==> src/rtl/riscv_pkg.sv <==
// Shared definitions for the RISC-V front end: data width, the canonical NOP
// and the fetch-stage state encoding.
package riscv_pkg;

  localparam int XLEN = 32;

  localparam logic [XLEN-1:0] NOP_INSTR        = 32'h0000_0013;
  localparam logic [XLEN-1:0] RESET_PC_DEFAULT = 32'h0000_0000;

  typedef enum logic [1:0] {
    BOOT  = 2'd0,
    FETCH = 2'd1,
    HALT  = 2'd2
  } fetch_state_t;

endpackage

==> src/rtl/fetch_stage.sv <==
// Instruction fetch stage: owns the PC, addresses the instruction ROM and
// holds the IF/ID slot handed to decode, with branch/jump redirect support.
module fetch_stage #(
  parameter logic [riscv_pkg::XLEN-1:0] RESET_PC  = riscv_pkg::RESET_PC_DEFAULT,
  parameter logic [riscv_pkg::XLEN-1:0] NOP_INSTR = riscv_pkg::NOP_INSTR
) (
  input  logic        clk_i,
  input  logic        rst_ni,
  output logic [31:0] imem_addr_o,
  input  logic [31:0] imem_data_i,
  input  logic        redirect_i,
  input  logic [31:0] redirect_pc_i,
  input  logic        ready_i,
  output logic        valid_o,
  output logic [31:0] instr_o,
  output logic [31:0] pc_o,
  output logic [31:0] pc_plus4_o,
  output logic        misalign_o
);

  import riscv_pkg::*;

  fetch_state_t    state_q, state_d;
  logic [XLEN-1:0] pc_q, pc_d;
  logic [XLEN-1:0] instr_q, instr_d;
  logic [XLEN-1:0] slot_pc_q, slot_pc_d;
  logic            valid_q, valid_d;
  logic            misalign_q, misalign_d;
  logic            adv;

  always_ff @(posedge clk_i or negedge rst_ni) begin
    if (!rst_ni) begin
      state_q    <= BOOT;
      pc_q       <= RESET_PC;
      instr_q    <= NOP_INSTR;
      slot_pc_q  <= RESET_PC;
      valid_q    <= 1'b0;
      misalign_q <= 1'b0;
    end else begin
      state_q    <= state_d;
      pc_q       <= pc_d;
      instr_q    <= instr_d;
      slot_pc_q  <= slot_pc_d;
      valid_q    <= valid_d;
      misalign_q <= misalign_d;
    end
  end

  // The slot can take a new word when it is empty or decode drains it this cycle.
  assign adv = !valid_q || ready_i;

  always_comb begin
    state_d    = state_q;
    pc_d       = pc_q;
    instr_d    = instr_q;
    slot_pc_d  = slot_pc_q;
    valid_d    = valid_q;
    misalign_d = misalign_q;

    case (state_q)
      BOOT: begin
        state_d = FETCH;
        if (redirect_i) begin
          pc_d = redirect_pc_i;
        end
      end

      FETCH: begin
        // A redirect flushes the slot even when decode is stalled or accepting.
        if (redirect_i) begin
          valid_d = 1'b0;
          instr_d = NOP_INSTR;
          if (redirect_pc_i[1:0] != 2'b00) begin
            misalign_d = 1'b1;
            state_d    = HALT;
          end else begin
            pc_d = redirect_pc_i;
          end
        end else if (adv) begin
          instr_d   = imem_data_i;
          slot_pc_d = pc_q;
          valid_d   = 1'b1;
          pc_d      = pc_q + XLEN'(4);
        end
      end

      HALT: begin
        valid_d = 1'b0;
      end

      default: begin
        state_d = HALT;
        valid_d = 1'b0;
      end
    endcase
  end

  assign imem_addr_o = pc_q;
  assign valid_o     = valid_q;
  assign instr_o     = instr_q;
  assign pc_o        = slot_pc_q;
  assign pc_plus4_o  = slot_pc_q + XLEN'(4);
  assign misalign_o  = misalign_q;

endmodule

==> config.mk <==
export PLATFORM = sky130hd
export DESIGN_NAME = fetch_stage
export DESIGN_NICKNAME = d
export VERILOG_FILES = /design/src/rtl/riscv_pkg.sv /design/src/rtl/fetch_stage.sv
export SDC_FILE = /design/constraint.sdc
export NUM_CORES = 1
export LEC_CHECK = 0
export CAP_MARGIN = 25
export CORE_AREA = 2 2 115 117
export CTS_CLUSTER_DIAMETER = 60
export DETAILED_ROUTE_END_ITERATION = 8
export DIE_AREA = 0 0 117 119
export GPL_ROUTABILITY_DRIVEN = 1
export GPL_TIMING_DRIVEN = 0
export HOLD_SLACK_MARGIN = 0.15
export PLACE_DENSITY = 0.74
export SYNTH_ARGS = -nofsm -noshare
export SYNTH_HDL_FRONTEND = slang
export SYNTH_SLANG_ARGS = --single-unit
==> constraint.sdc <==
create_clock -name clk_i -period 2.7 [get_ports clk_i]
set_clock_uncertainty 0.15 [all_clocks]
set_input_delay 0.27 -clock clk_i [delete_from_list [all_inputs] [get_ports clk_i]]
set_output_delay 0.27 -clock clk_i [all_outputs]
set_load 0.01 [all_outputs]
==> results.rst, run 1 <==
.. list-table::
   :header-rows: 1

   * - Metric
     - Value
   * - Clock Latency Late Sink
     - 0.35 ns
   * - Number of slew-limit violations in the final report
     - 0
   * - Total of fill cells in the finished design
     - approximately 1100
   * - Fraction of the yosys area taken by sequential cells
     - 0.501
   * - Final global-route overflow total
     - 0
   * - Leading cell type in the layout, fill and taps excluded
     - clkdlybuf4s50_1
   * - Result of the run
     - finished with violations
   * - Delay of the slowest cell on the worst path
     - around 0.55 ns
   * - Worst min-delay path category
     - in2async
   * - Core outline area
     - roughly 13000 um2
   * - Fraction of layout instances using a drive strength above 1
     - 0.118
   * - Wire length of the first global-routing pass
     - around 27000 um
   * - Wire length after detailed routing
     - around 18000 um
   * - Root cell of the clock tree
     - clkbuf_16
   * - Clock-pin slew on the worst setup and hold paths
     - around 0.060 ns
   * - Max-capacitance violation count
     - 0
   * - Power per cell area
     - ~380 nW/um2
   * - Startpoint Class
     - register
   * - Min cycle time layout
     - around 2.8 ns
   * - Final hold violations
     - 0
   * - Cell area after synthesis
     - 5000 um2
   * - Mux contribution to synthesized area
     - 0.00801
   * - Antenna violations before repair
     - 0
   * - Total number of H-tree levels
     - 3
   * - Portion of total power attributed to sequential cells
     - 0.517
   * - Placed wire-length estimate
     - approximately 13000 um
   * - Post-synthesis share of cell area spent on and, or, nand and nor gates
     - 0.233
   * - Number of enable flip-flop cells after synthesis
     - 0
   * - Clock tree from TritonCTS
     - yes
   * - Net switching power
     - just over 0.6 mW
   * - Vias in the first global route
     - between 5000 and 6000
   * - Remaining max-slew budget at the tightest pin
     - 0.507
   * - Via count
     - 5149
   * - Layout net count
     - roughly 840
   * - Leak Pwr
     - 3.46 nW
   * - Num CTS Buffers
     - 9
   * - Utilization of the core after routing
     - 0.598
   * - DRC violation total after the first TritonRoute iteration
     - 442
   * - Reg area
     - 2510 um2
   * - Post-Synthesis Net Count
     - roughly 610
   * - Slew at the pin with the worst max-slew slack
     - between 0.7 and 0.8 ns
   * - Max frequency
     - approximately 360 MHz
   * - Crit path cell chain
     - and4_4 > or4b_4 > nor4_4 > nand3_1 > xnor2_1 > buf_2
   * - Number of remaining DRC errors
     - 0
   * - Post-synthesis area per instance
     - a little over 9 um2
   * - Synth Warn #
     - 0
   * - Total Power
     - between 2 and 3 mW
   * - Most frequent cells in the layout
     - clkdlybuf4s50_1 (177), nand2_1 (119), dfrtp_1 (91)
   * - Violated checks
     - negative setup slack
   * - Tcrit/Tclk final
     - 1.03
   * - # rows
     - 42
   * - Full die area
     - about 14000 um2
   * - Worst Path Buf+Inv
     - 1
   * - Internal Pwr Total
     - 2.29 mW
   * - Total global routing track utilization
     - 0.255
   * - Pin count of the biggest net entering global routing
     - approximately 70
   * - Critical-path maximum fanout
     - 6
   * - Post-Synth Adder-Cell Area
     - 0.00500
   * - Last weighted congestion value of the routability-driven placer
     - slightly above 0.9
   * - Kind of end point of the critical path
     - output port
   * - Combined area of the multi-input logic cells
     - 2420 um2
   * - Max Buffers Root-to-Sink
     - 2
   * - N_diodes
     - 0
   * - Crit path arrival time
     - roughly 2.4 ns
   * - Cell at the slowest stage of the critical path
     - or4b_4
   * - Vertical die dimension
     - roughly 120 um
   * - Clock share of power
     - 0.432
   * - Initial core utilization
     - 0.388
   * - Horizontal extent of the die
     - about 120 um
   * - Switching part of the total power
     - 0.210
   * - Setup WS post-layout
     - -0.0715 ns
   * - Required @ worst endpoint
     - approximately 2.3 ns
   * - Avg WL per Cell
     - 18.4 um
   * - Async SR Flop Fraction
     - 1.00
   * - Post-DRT Antenna Nets
     - 0
   * - Setup repair after global routing missed its margin
     - true
   * - IR drop worst, VDD
     - 0.253 mV
   * - Total number of clock tree sinks
     - 100
   * - Final setup vio count
     - 3
   * - Compound-gate portion of the synthesized area
     - 0.166
   * - Post-synthesis xor/xnor area fraction
     - 0.0508
   * - Number of search-and-repair iterations in the first detailed-routing pass
     - 5
   * - Cells after synthesis
     - roughly 540
   * - Final TNS setup
     - -0.0825 ns
   * - #FFs+latches synth
     - 100
   * - Number of distinct standard cells referenced by the synthesized netlist
     - between 40 and 50
   * - Delay-heaviest family, CP
     - simple AND/OR/NAND/NOR gates
   * - Mean number of vias per cell
     - about 5.4
   * - Start-to-end type of the worst setup path
     - reg2out
   * - Part of the total power dissipated in combinational logic
     - 0.052
   * - I/O pin total
     - approximately 200
   * - Area overhead of the layout relative to synthesis
     - 54.0%
   * - Most frequently used flop master after synthesis
     - dfrtp_1
   * - Number of buffers inserted by port buffering
     - roughly 200
   * - Combinational family with the most area after synthesis
     - simple AND/OR/NAND/NOR gates
-- synthesized netlist by cell type, types with 3 or more instances --
| cell type | instances | area, um2 |
|---|---|---|
| and3_1 | 8 | 50.1 |
| xor2_1 | 11 | 96.3 |
| nor2b_1 | 3 | 18.8 |
| dfstp_2 | 3 | 78.8 |
| mux2i_1 | 4 | 40.0 |
| or3_1 | 3 | 18.8 |
| buf_2 | 10 | 50.1 |
| nand3_1 | 33 | 165 |
| nor4_1 | 5 | 31.3 |
| and4_1 | 9 | 78.8 |
| o22a_1 | 4 | 35.0 |
| o22ai_1 | 13 | 81.3 |
| nor3_1 | 15 | 75.1 |
| a21oi_1 | 23 | 115 |
| clkbuf_1 | 20 | 75.1 |
| a211oi_1 | 10 | 75.1 |
| nand2_1 | 119 | 447 |
| nor2_1 | 27 | 101 |
| xnor2_1 | 18 | 158 |
| and2_1 | 3 | 18.8 |
| a22o_1 | 30 | 263 |
| o21ai_0 | 23 | 115 |
| inv_1 | 10 | 37.5 |
| nand4_1 | 11 | 68.8 |
| dfrtp_1 | 97 | 2430 |
-- per-layer routing --
metal / track usage / share of wire / wire (um) / vias to the layer above
met5: 0 / 0 / 0 / -
met4: 0.102 / 0.029 / 506 / 0
met1: 0.333 / 0.41 / 7250 / 2437
met3: 0.0595 / 0.087 / 1530 / 35
met2: 0.409 / 0.47 / 8240 / 286
li1: - / - / - / 2391
-- sequential cells by signal (all words and copies together), names as in the netlist --
name and count:
instr_o 32, state_q 2, valid_o 1, pc_o 32, misalign_o 1, imem_addr_o 32
-- kinds of logic (layout without fill, tap and decap cells) --
kind of cell             after synthesis  in the layout
buffers and inverters                 43            274
multiplexers                           4              4
flip-flops                           100            100
AO/OA/AOI/OAI                        120            120
adder cells (fa/ha/maj)                2              2
AND/OR/NAND/NOR                      245            245
XOR/XNOR                              29             29
-- stage by stage --
step | cells | worst slack, ns | area [um2] | hold WS [ns]
after floorplan | 543 | 0.315 | 5000 | -0.176
after global placement | 916 | -2.46 | 7190 | 0.296
after detailed placement | 917 | -0.360 | 7220 | 0.0791
after CTS | 942 | -0.107 | 7640 | 0.245
after global routing | 950 | -0.151 | 7700 | 0.280
final | 950 | -0.0715 | 7700 | 0.235
-- final cells by class --
class                   count  share of cell area
flip-flops and latches    100               0.326
multi-input cells         400               0.314
repair buffers            216               0.270
clock buffers              12              0.0346
well taps                 176              0.0286
plain buffers              32              0.0185
inverters                  10             0.00487
clock inverters             4             0.00292
-- path summary, 6_finish.rpt --
kind / start / to / slack (ns) / cells after the start
max reg2reg: state_q[1] / imem_addr_o[2] / 0.17 / 8
min: rst_ni / instr_o[20] / 0.24 / 2
min reg2reg: misalign_o / misalign_o / 0.31 / 1
min in group clk_i: misalign_o / misalign_o / 0.31 / 1
max: pc_o[9] / pc_plus4_o[31] / -0.07 / 6
max in group asynchronous: rst_ni / instr_o[1] / 1.45 / 3
-- repair_timing --
item	in CTS	in global routing
pin swaps	3	7
setup buffers	8	9
gates resized for setup	52	29
gates cloned	0	0
hold buffers	1	0
setup endpoints to repair	20	22
endpoints found under the hold margin	95	0
-- power groups by stage --
stage | logic (mW) | clock network, mW | registers, mW
floorplan | 0.00920 | 0 | 1.53
global placement | 0.144 | 0 | 1.53
detailed placement | 0.151 | 0 | 1.53
CTS | 0.152 | 1.27 | 1.50
global route | 0.163 | 1.34 | 1.50
finish | 0.150 | 1.25 | 1.50
Power figures use the tool's default switching activity.
==> run 2: changes to the inputs <==
- CORE_AREA: 2 2 115 117 -> 2 2 110 112
- DIE_AREA: 0 0 117 119 -> 0 0 112 114
- MAX_ROUTING_LAYER: not set -> met4
- PLACE_DENSITY: 0.74 -> 0.8
==> run 2 against run 1 <==
The run now ends clean. Via count about the same. Wire length is 1.9% higher. Setup slack improved by 0.087 ns. Utilization is 6.0 points higher.
==> results.rst, run 2 (synthesis results as in run 1) <==
.. list-table::
   :header-rows: 1

   * - Metric
     - Value
   * - Result of the run
     - finished clean
   * - Last weighted congestion value of the routability-driven placer
     - 0.928 (+1.7%)
   * - Wire length after detailed routing
     - 17800 um (+1.9%)
   * - Pin count of the biggest net entering global routing
     - 54 (-25%)
   * - Wire length of the first global-routing pass
     - 27800 um (+1.8%)
   * - Post-DRT Antenna Nets
     - 0 (unchanged)
   * - Setup Slack @ Placement
     - -0.320 ns (+0.0394 ns)
   * - Remaining max-slew budget at the tightest pin
     - 0.436 (-0.0705)
   * - Via count
     - 5153 (+0.078%)
   * - Vertical die dimension
     - 114 um (-4.2%)
   * - Antenna violations before repair
     - 0 (unchanged)
   * - # rows
     - 40 (-4.8%)
   * - Start-to-end type of the worst setup path
     - reg2out
   * - Num CTS Buffers
     - 9 (unchanged)
   * - Leak Pwr
     - 3.48 nW (+0.70%)
   * - Worst min-delay path category
     - reg2reg
   * - Most frequent cells in the layout
     - clkdlybuf4s50_1 (178), nand2_1 (119), dfrtp_1 (90)
   * - Full die area
     - 12800 um2 (-8.3%)
   * - Placed wire-length estimate
     - 13100 um (+2.0%)
   * - Crit path arrival time
     - 2.26 ns (-0.09 ns)
   * - Number of slew-limit violations in the final report
     - 0 (unchanged)
   * - Final setup vio count
     - 0 (-3)
   * - Utilization of the core after routing
     - 0.658 (+0.0600)
   * - Combined area of the multi-input logic cells
     - 2410 um2 (-0.36%)
   * - Setup WS post-layout
     - 0.0157 ns (+0.0872 ns)
   * - Critical-path maximum fanout
     - 5 (-1)
   * - Final hold violations
     - 0 (unchanged)
   * - Fraction of layout instances using a drive strength above 1
     - 0.106 (-0.0111)
   * - Area overhead of the layout relative to synthesis
     - 54.1% (about the same)
   * - N_diodes
     - 0 (unchanged)
   * - Core outline area
     - 11700 um2 (-9.0%)
   * - Startpoint Class
     - register
   * - Leading cell type in the layout, fill and taps excluded
     - clkdlybuf4s50_1
   * - I/O pin total
     - 198 (unchanged)
   * - Max-capacitance violation count
     - 0 (unchanged)
   * - Setup repair after global routing missed its margin
     - true
   * - Max frequency
     - 373 MHz (+3.2%)
   * - Slew at the pin with the worst max-slew slack
     - 0.839 ns (+0.105 ns)
   * - Required @ worst endpoint
     - 2.28 ns (about the same)
   * - IR drop worst, VDD
     - 0.355 mV (+40%)
   * - Kind of end point of the critical path
     - output port
   * - Horizontal extent of the die
     - 112 um (-4.3%)
   * - Total number of clock tree sinks
     - 100 (unchanged)
   * - Vias in the first global route
     - 5181 (+0.99%)
   * - Root cell of the clock tree
     - clkbuf_16
   * - Initial core utilization
     - 0.427 (+0.0386)
   * - Final global-route overflow total
     - 0 (unchanged)
   * - Tcrit/Tclk final
     - 0.994 (-0.0323)
   * - Clock Latency Late Sink
     - 0.35 ns (about the same)
   * - Total of fill cells in the finished design
     - 932 (-16%)
   * - Min cycle time layout
     - 2.68 ns (-0.0872 ns)
   * - Total number of H-tree levels
     - 3 (unchanged)
   * - Avg WL per Cell
     - 19.5 um (+5.5%)
   * - Number of remaining DRC errors
     - 0 (unchanged)
   * - Max Buffers Root-to-Sink
     - 2 (unchanged)
   * - Clock tree from TritonCTS
     - yes
   * - Number of buffers inserted by port buffering
     - 197 (unchanged)
   * - DRC violation total after the first TritonRoute iteration
     - 365 (-17%)
   * - Layout net count
     - 835 (-0.48%)
   * - Total global routing track utilization
     - 0.290 (+0.0347)
   * - Mean number of vias per cell
     - 5.62 (+3.7%)
   * - Power per cell area
     - 408 nW/um2 (+8.5%)
   * - Reg area
     - 2510 um2 (about the same)
   * - Hold WS
     - 0.315 ns (+0.0795 ns)
   * - Number of search-and-repair iterations in the first detailed-routing pass
     - 5 (unchanged)
   * - Clock-pin slew on the worst setup and hold paths
     - 0.07 ns (about the same)
## run 2: changes by cell type in the layout (fill, tap and decap cells not counted), moves of 2 or more
| cell | change |
|---|---|
| buf_4 | -5 |
| bufinv_16 | +3 |
| clkbuf_2 | -3 |
| clkbuf_8 | -2 |
| clkinv_2 | -2 |
| dlygate4sd2_1 | +3 |
## run 2: path summary, 6_finish.rpt
check | to | depth (start not counted) | slack [ns] | startpoint
worst max-delay path | pc_plus4_o[29] | 9 | 0.02 | pc_o[2]
worst min-delay path | misalign_o | 1 | 0.31 | misalign_o
worst max register to register | imem_addr_o[20] | 5 | 0.20 | state_q[0]
worst min register to register | misalign_o | 1 | 0.31 | misalign_o
max in group asynchronous | pc_o[20] | 3 | 1.36 | rst_ni
min in group asynchronous | instr_o[6] | 2 | 0.34 | rst_ni
## run 2: final cells by class
cell class	count	area share
clock buffers	10	0.0310
inverters	10	0.00487
plain buffers	33	0.0205
clock inverters	6	0.0144
flip-flops and latches	100	0.326
multi-input cells	400	0.313
well taps	147	0.0239
repair buffers	211	0.266
## run 2: where the power goes
part           leakage [nW]  switching, mW  internal [mW]  total [mW]
clock network         0.169          0.569          0.931        1.50
logic                  1.97         0.0549         0.0950       0.150
registers              1.34              0           1.50        1.50
## run 2: per-stage QoR
step	total power, mW	cells	cell area [um2]	TNS, ns
2_1_floorplan	1.54	543	5000	0
3_3_place_gp	1.67	887	7160	-251.62
3_5_place_dp	1.68	888	7180	-8.95
4_1_cts	3.16	917	7680	-0.0102
5_1_grt	3.24	917	7710	-0.449
6_report	3.15	917	7710	0
## run 2: critical path, cell delays in order, from the launching register on
cell     delay, ns
dfrtp_1       0.36
buf_4         0.13
nand3_1       0.09
or4b_1        0.49
buf_6         0.16
nor4_4        0.16
buf_4         0.16
nand3_1       0.08
xnor2_1       0.14
buf_2         0.15
## run 2: timing repair
action                     4_1_cts  5_1_grt
hold buffers                     1        0
resized for setup               59       17
hold endpoints to repair        44        0
gates cloned                     0        0
setup buffers                   12        0
setup endpoints to repair       20       21
pin swaps                        4        1
## run 2: metal layers
layer  vias up  GRT usage  wire [um]
met5         -          -          0
met4         0     0.0821        301
met3        28     0.0563       1280
met2       249      0.484       8800
met1      2488      0.364       7460
li1       2388          -          -
